$ cat src/rtl/instruction_serializer.sv
`default_nettype none
// ============================================================================
// Module      : instruction_serializer
// Description : Buffers 16-bit instruction words in a 2-entry FIFO and
//               streams each word as two bytes (order set by HIGH_FIRST)
//               toward an instruction register, honouring a downstream
//               Hold stall and pulsing Done after each completed word.
// Revision    : 1.0 - initial release
// ============================================================================
module instruction_serializer #(
   parameter bit HIGH_FIRST = 1'b0
) (
   input  logic        clk_i,
   input  logic        rst_i,
   input  logic [15:0] word_i,
   input  logic        word_valid_i,
   output logic        word_ready_o,
   input  logic        hold_i,
   output logic [7:0]  i_o,
   output logic        lh_o,
   output logic        write_o,
   output logic        done_o,
   output logic [1:0]  pending_o
);

   typedef enum logic [1:0] {
      IDLE        = 2'd0,
      SEND_FIRST  = 2'd1,
      SEND_SECOND = 2'd2
   } state_e;

   localparam logic [1:0] c_FIFO_DEPTH = 2'd2;

   state_e      state_q, state_d;
   logic [15:0] mem_q [2];
   logic        rd_ptr_q, wr_ptr_q;
   logic [1:0]  count_q, count_d;
   logic [7:0]  i_q, i_d;
   logic        lh_q, lh_d;
   logic        done_q;

   logic        w_push;
   logic        w_pop;
   logic [15:0] w_head_next;

   // Handshake, occupancy, next FIFO head and next state / byte selection.
   always_comb begin
      // Acceptance depends only on registered occupancy, so a same-cycle
      // pop never opens the door to a third word.
      w_push  = word_valid_i && (count_q != c_FIFO_DEPTH);
      w_pop   = (state_q == SEND_SECOND) && !hold_i;
      count_d = count_q + {1'b0, w_push} - {1'b0, w_pop};

      // Word that will sit at the FIFO head after this edge; a word pushed
      // into an empty (or emptying) FIFO is forwarded straight from word_i.
      if (w_pop) begin
         w_head_next = (count_q == c_FIFO_DEPTH) ? mem_q[~rd_ptr_q] : word_i;
      end else begin
         w_head_next = (count_q == 2'd0) ? word_i : mem_q[rd_ptr_q];
      end

      state_d = state_q;
      case (state_q)
         IDLE:        if (w_push || (count_q != 2'd0)) state_d = SEND_FIRST;
         SEND_FIRST:  if (!hold_i) state_d = SEND_SECOND;
         SEND_SECOND: if (!hold_i) state_d = (count_d != 2'd0) ? SEND_FIRST : IDLE;
         default:     state_d = IDLE;
      endcase

      i_d  = 8'h00;
      lh_d = 1'b0;
      if (state_d == SEND_FIRST) begin
         lh_d = HIGH_FIRST;
         i_d  = lh_d ? w_head_next[15:8] : w_head_next[7:0];
      end else if (state_d == SEND_SECOND) begin
         lh_d = !HIGH_FIRST;
         i_d  = lh_d ? w_head_next[15:8] : w_head_next[7:0];
      end
   end

   // FIFO storage; contents are don't-care while unoccupied, so no reset.
   always_ff @(posedge clk_i) begin
      if (w_push) begin
         mem_q[wr_ptr_q] <= word_i;
      end
   end

   // FIFO pointers and occupancy.
   always_ff @(posedge clk_i or posedge rst_i) begin
      if (rst_i) begin
         rd_ptr_q <= 1'b0;
         wr_ptr_q <= 1'b0;
         count_q  <= 2'd0;
      end else begin
         if (w_push) wr_ptr_q <= ~wr_ptr_q;
         if (w_pop)  rd_ptr_q <= ~rd_ptr_q;
         count_q <= count_d;
      end
   end

   // Serializer FSM with registered byte, half-select and Done outputs.
   always_ff @(posedge clk_i or posedge rst_i) begin
      if (rst_i) begin
         state_q <= IDLE;
         i_q     <= 8'h00;
         lh_q    <= 1'b0;
         done_q  <= 1'b0;
      end else begin
         state_q <= state_d;
         i_q     <= i_d;
         lh_q    <= lh_d;
         done_q  <= w_pop;
      end
   end

   assign word_ready_o = (count_q != c_FIFO_DEPTH);
   assign pending_o    = count_q;
   assign i_o          = i_q;
   assign lh_o         = lh_q;
   assign done_o       = done_q;
   assign write_o      = (state_q != IDLE) && !hold_i;

endmodule
`default_nettype wire

$ cat config.mk
export PLATFORM = sky130hd
export DESIGN_NAME = instruction_serializer
export DESIGN_NICKNAME = d
export VERILOG_FILES = /design/src/rtl/instruction_serializer.sv
export SDC_FILE = /design/constraint.sdc
export NUM_CORES = 1
export LEC_CHECK = 0
export BUFFER_PORTS_ARGS = -buffer_cell sky130_fd_sc_hd__buf_2
export CAP_MARGIN = 20
export CELL_PAD_IN_SITES_DETAIL_PLACEMENT = 1
export CELL_PAD_IN_SITES_GLOBAL_PLACEMENT = 2
export CORE_MARGIN = 3
export CORE_UTILIZATION = 34
export DETAILED_ROUTE_END_ITERATION = 8
export GPL_TIMING_DRIVEN = 0
export PLACE_DENSITY_LB_ADDON = 0.25
export SYNTH_ARGS = -nofsm -noshare
export SYNTH_HDL_FRONTEND = slang
export SYNTH_SLANG_ARGS = --single-unit
$ cat constraint.sdc
create_clock -name clk_i -period 2.1 [get_ports clk_i]
set_input_delay 0.315 -clock clk_i [delete_from_list [all_inputs] [get_ports clk_i]]
set_output_delay 0.315 -clock clk_i [all_outputs]
set_load 0.03 [all_outputs]
==> run_results.csv <==
group,metric,value,unit
status,outcome,"finished, violations left",
status,violations,"negative setup slack",
worst_setup_path,critPathArrivalTime,2.26,ns
clock_tree,cts_htree_levels,2,
grt,grt_antenna_before_repair,0,
clock_tree,max-clock-path-buffers,2,
die,dieArea,0.00677,mm^2
synth,yosysWarnings,0,
timing,period_share,100,%
final_layout,diodes,0,
placement,dp_worst_setup_slack,-0.209,ns
grt,grt_usage,13.5,%
timing,tns,-0.00382,ns
routing,wl_per_cell,16.7,um
timing,period_minus_slack,2.10,ns
clock_tree,cts_buffers,5,
worst_setup_path,required,2.26,ns
routing,drcViolationCount,0,
synth,synth-edff-count,32,
routing,drt_pass1_iterations,4,
final_layout,syn_to_final_growth,27.8,%
grt,grt_pass1_vias,1329,
clock_tree,cts_tree,"built",
placement,io_buffers,33,
routing,via_count,1217,
clock_tree,clk_latency,0.30,ns
synth,ys_seq_elements,48,
timing,finalHoldViolCount,0,
timing,slew_viol_final,0,
worst_setup_path,worstSetupPathType,"register to register",
clock_tree,ctsHoldBuffers,0,
die,start_util,35.5,%
timing,layout_setup_ws,-0.00382,ns
timing,setup_viol,1,
routing,viasPerCell,4.79,
power,finalPower,4.14,mW
run,maxCapViolCount,0,
clock_tree,cts_sinks,48,
clock_tree,cts-root-buf,"clkbuf_8",
timing,rsz0062_at_grt,"yes",
timing,clock.fmax,475,MHz
placement,dpl.hpwl,2.84,mm
grt,grt_overflow,0,
routing,drtIter0Drc,66,
final_layout,final_cell_mix,"buf_2 (34), edfxtp_1 (32), mux2i_1 (15), dfrtp_1 (15), nor2_1 (13)",
synth,async_flop_share,33.3,%
timing,worst_slew_pin_slew,0.934,ns
grt,grt_pass1_wl,6.69,mm
clock_tree,clkTransAtPathRegs,0.09,ns
placement,gp_congestion,0.685,
timing,skew,0.00999,ns
die,fp-row-count,27,
worst_setup_path,endpoint_kind,"register",
die,die_w,82.3,um
final_layout,fin_nets,202,
power,cellPowerDensity,1640,mW/mm^2
die,core,0.00557,mm^2
routing,routed_wl,4.25,mm
final_layout,drive_above_1_share,36.3,%
worst_setup_path,crit_fanout,5,
synth,synth_area_per_cell,14.8,um^2
grt,grt_max_degree,17,
power,cellLeakagePower,1.08,nW
synth,postSynthCellCount,134,
final_layout,mostFrequentLayoutCell,"buf_2",
worst_setup_path,critPathLaunchType,"register",
synth,netlist_area,0.00198,mm^2
timing,relSlewSlack,37.6,%
synth,synth.yosys.seq_area_share,68.9,%
min_path,hold_class,"primary input to asynchronous set/reset pin",
die,die_y,82.3,um
synth,ys_types,26,
timing,fin_worst_hold_slack,0.0985,ns
synth,synthFlopType,"edfxtp_1",
synth,synth_nets,155,
die,ios,34,
routing,ant_nets,0,
power,vdd_drop_max,0.518,mV
## metrics by stage
step / std cells / instance area (um^2) / util, %
2_1_floorplan: 134 / 1980 / -
3_3_place_gp: 239 / 2240 / 40.2
3_5_place_dp: 239 / 2240 / 40.2
4_1_cts: 251 / 2450 / 44.0
5_1_grt: 254 / 2530 / 45.3
6_report: 254 / 2530 / 45.3
## worst max-delay path: stages, from the launching register on
cell and delay (ns):
dfrtp_1 0.38, buf_6 0.13, nor3b_4 0.33, buf_12 0.16
xor2_4 0.21, clkbuf_16 0.18, mux2_1 0.31, mux2i_1 0.16
o22ai_1 0.11
## layout make-up
type / count / area, um^2
plain buffers: 3 / 20.0
clock buffers: 5 / 68.8
clock inverters: 3 / 68.8
fillers: 590 / 3050
inverters: 5 / 18.8
multi-input cells: 78 / 626
flip-flops and latches: 48 / 1360
well taps: 72 / 90.1
repair buffers: 40 / 273
## cells by family (layout without fill, tap and decap cells)
logic type                 count (synthesis)  count (layout)  synth area share [%]
DFF                                       48              48                  68.9
adders and majority gates                  1               1                 0.633
muxes                                     24              24                  12.7
and+or+nand+nor                           25              25                  6.08
AOI/OAI and AO/OA                         23              23                  6.65
buffers and inverters                      8              56                  1.96
xor gates and xnor gates                   5               5                  3.17
## state kept, by name (all words and copies together) (netlist names)
register	flops
state_q	2
wr_ptr_q	1
i_o	8
done_o	1
pending_o	2
mem_q	32
lh_o	1
rd_ptr_q	1
## cells in the mapped netlist, types with 2 or more instances
cell      count  area share (%)
edfxtp_1     32              49
inv_1         5            0.95
o22ai_1       8             2.5
nor2_1       15             2.8
mux2_1        8             4.6
dfrtp_1      16              20
o21ai_0       2            0.51
a21oi_1      10             2.5
xnor2_1       3             1.3
mux2i_1      16             8.1
nand2_1       4            0.76
## path summary, 6_finish.rpt
path | start | to | slack (ns) | depth (start not counted)
max in group asynchronous | rst_i | pending_o[0] | 1.53 | 2
max | state_q[0] | i_o[4] | -0.004 | 8
min reg2reg | wr_ptr_q | wr_ptr_q | 0.54 | 1
max reg2reg | state_q[0] | i_o[4] | -0.004 | 8
min in group clk_i | word_i[13] | mem_q[0][13] | 0.21 | 1
min | rst_i | rd_ptr_q | 0.1 | 2
## routing by layer
layer | vias to the layer above | track usage, % | routed length [um]
met5 | - | 0 | 0
met4 | 0 | 4.49 | 39
met3 | 5 | 2.60 | 114
met2 | 19 | 23.3 | 2200
met1 | 607 | 16.9 | 1890
li1 | 586 | - | -
## power breakdown
| group | internal [mW] | switching [mW] | total, mW |
|---|---|---|---|
| Clock | 0.479 | 0.309 | 0.789 |
| Sequential | 1.33 | 0.127 | 1.46 |
| Combinational | 0.812 | 1.08 | 1.89 |
## timing repair
item                       in CTS  in global routing
gates resized for setup         1                  9
setup endpoints to repair       9                  8
gates cloned                    0                  1
pin swaps                       2                  8
buffers inserted                4                  2
Power figures use the tool's default switching activity.
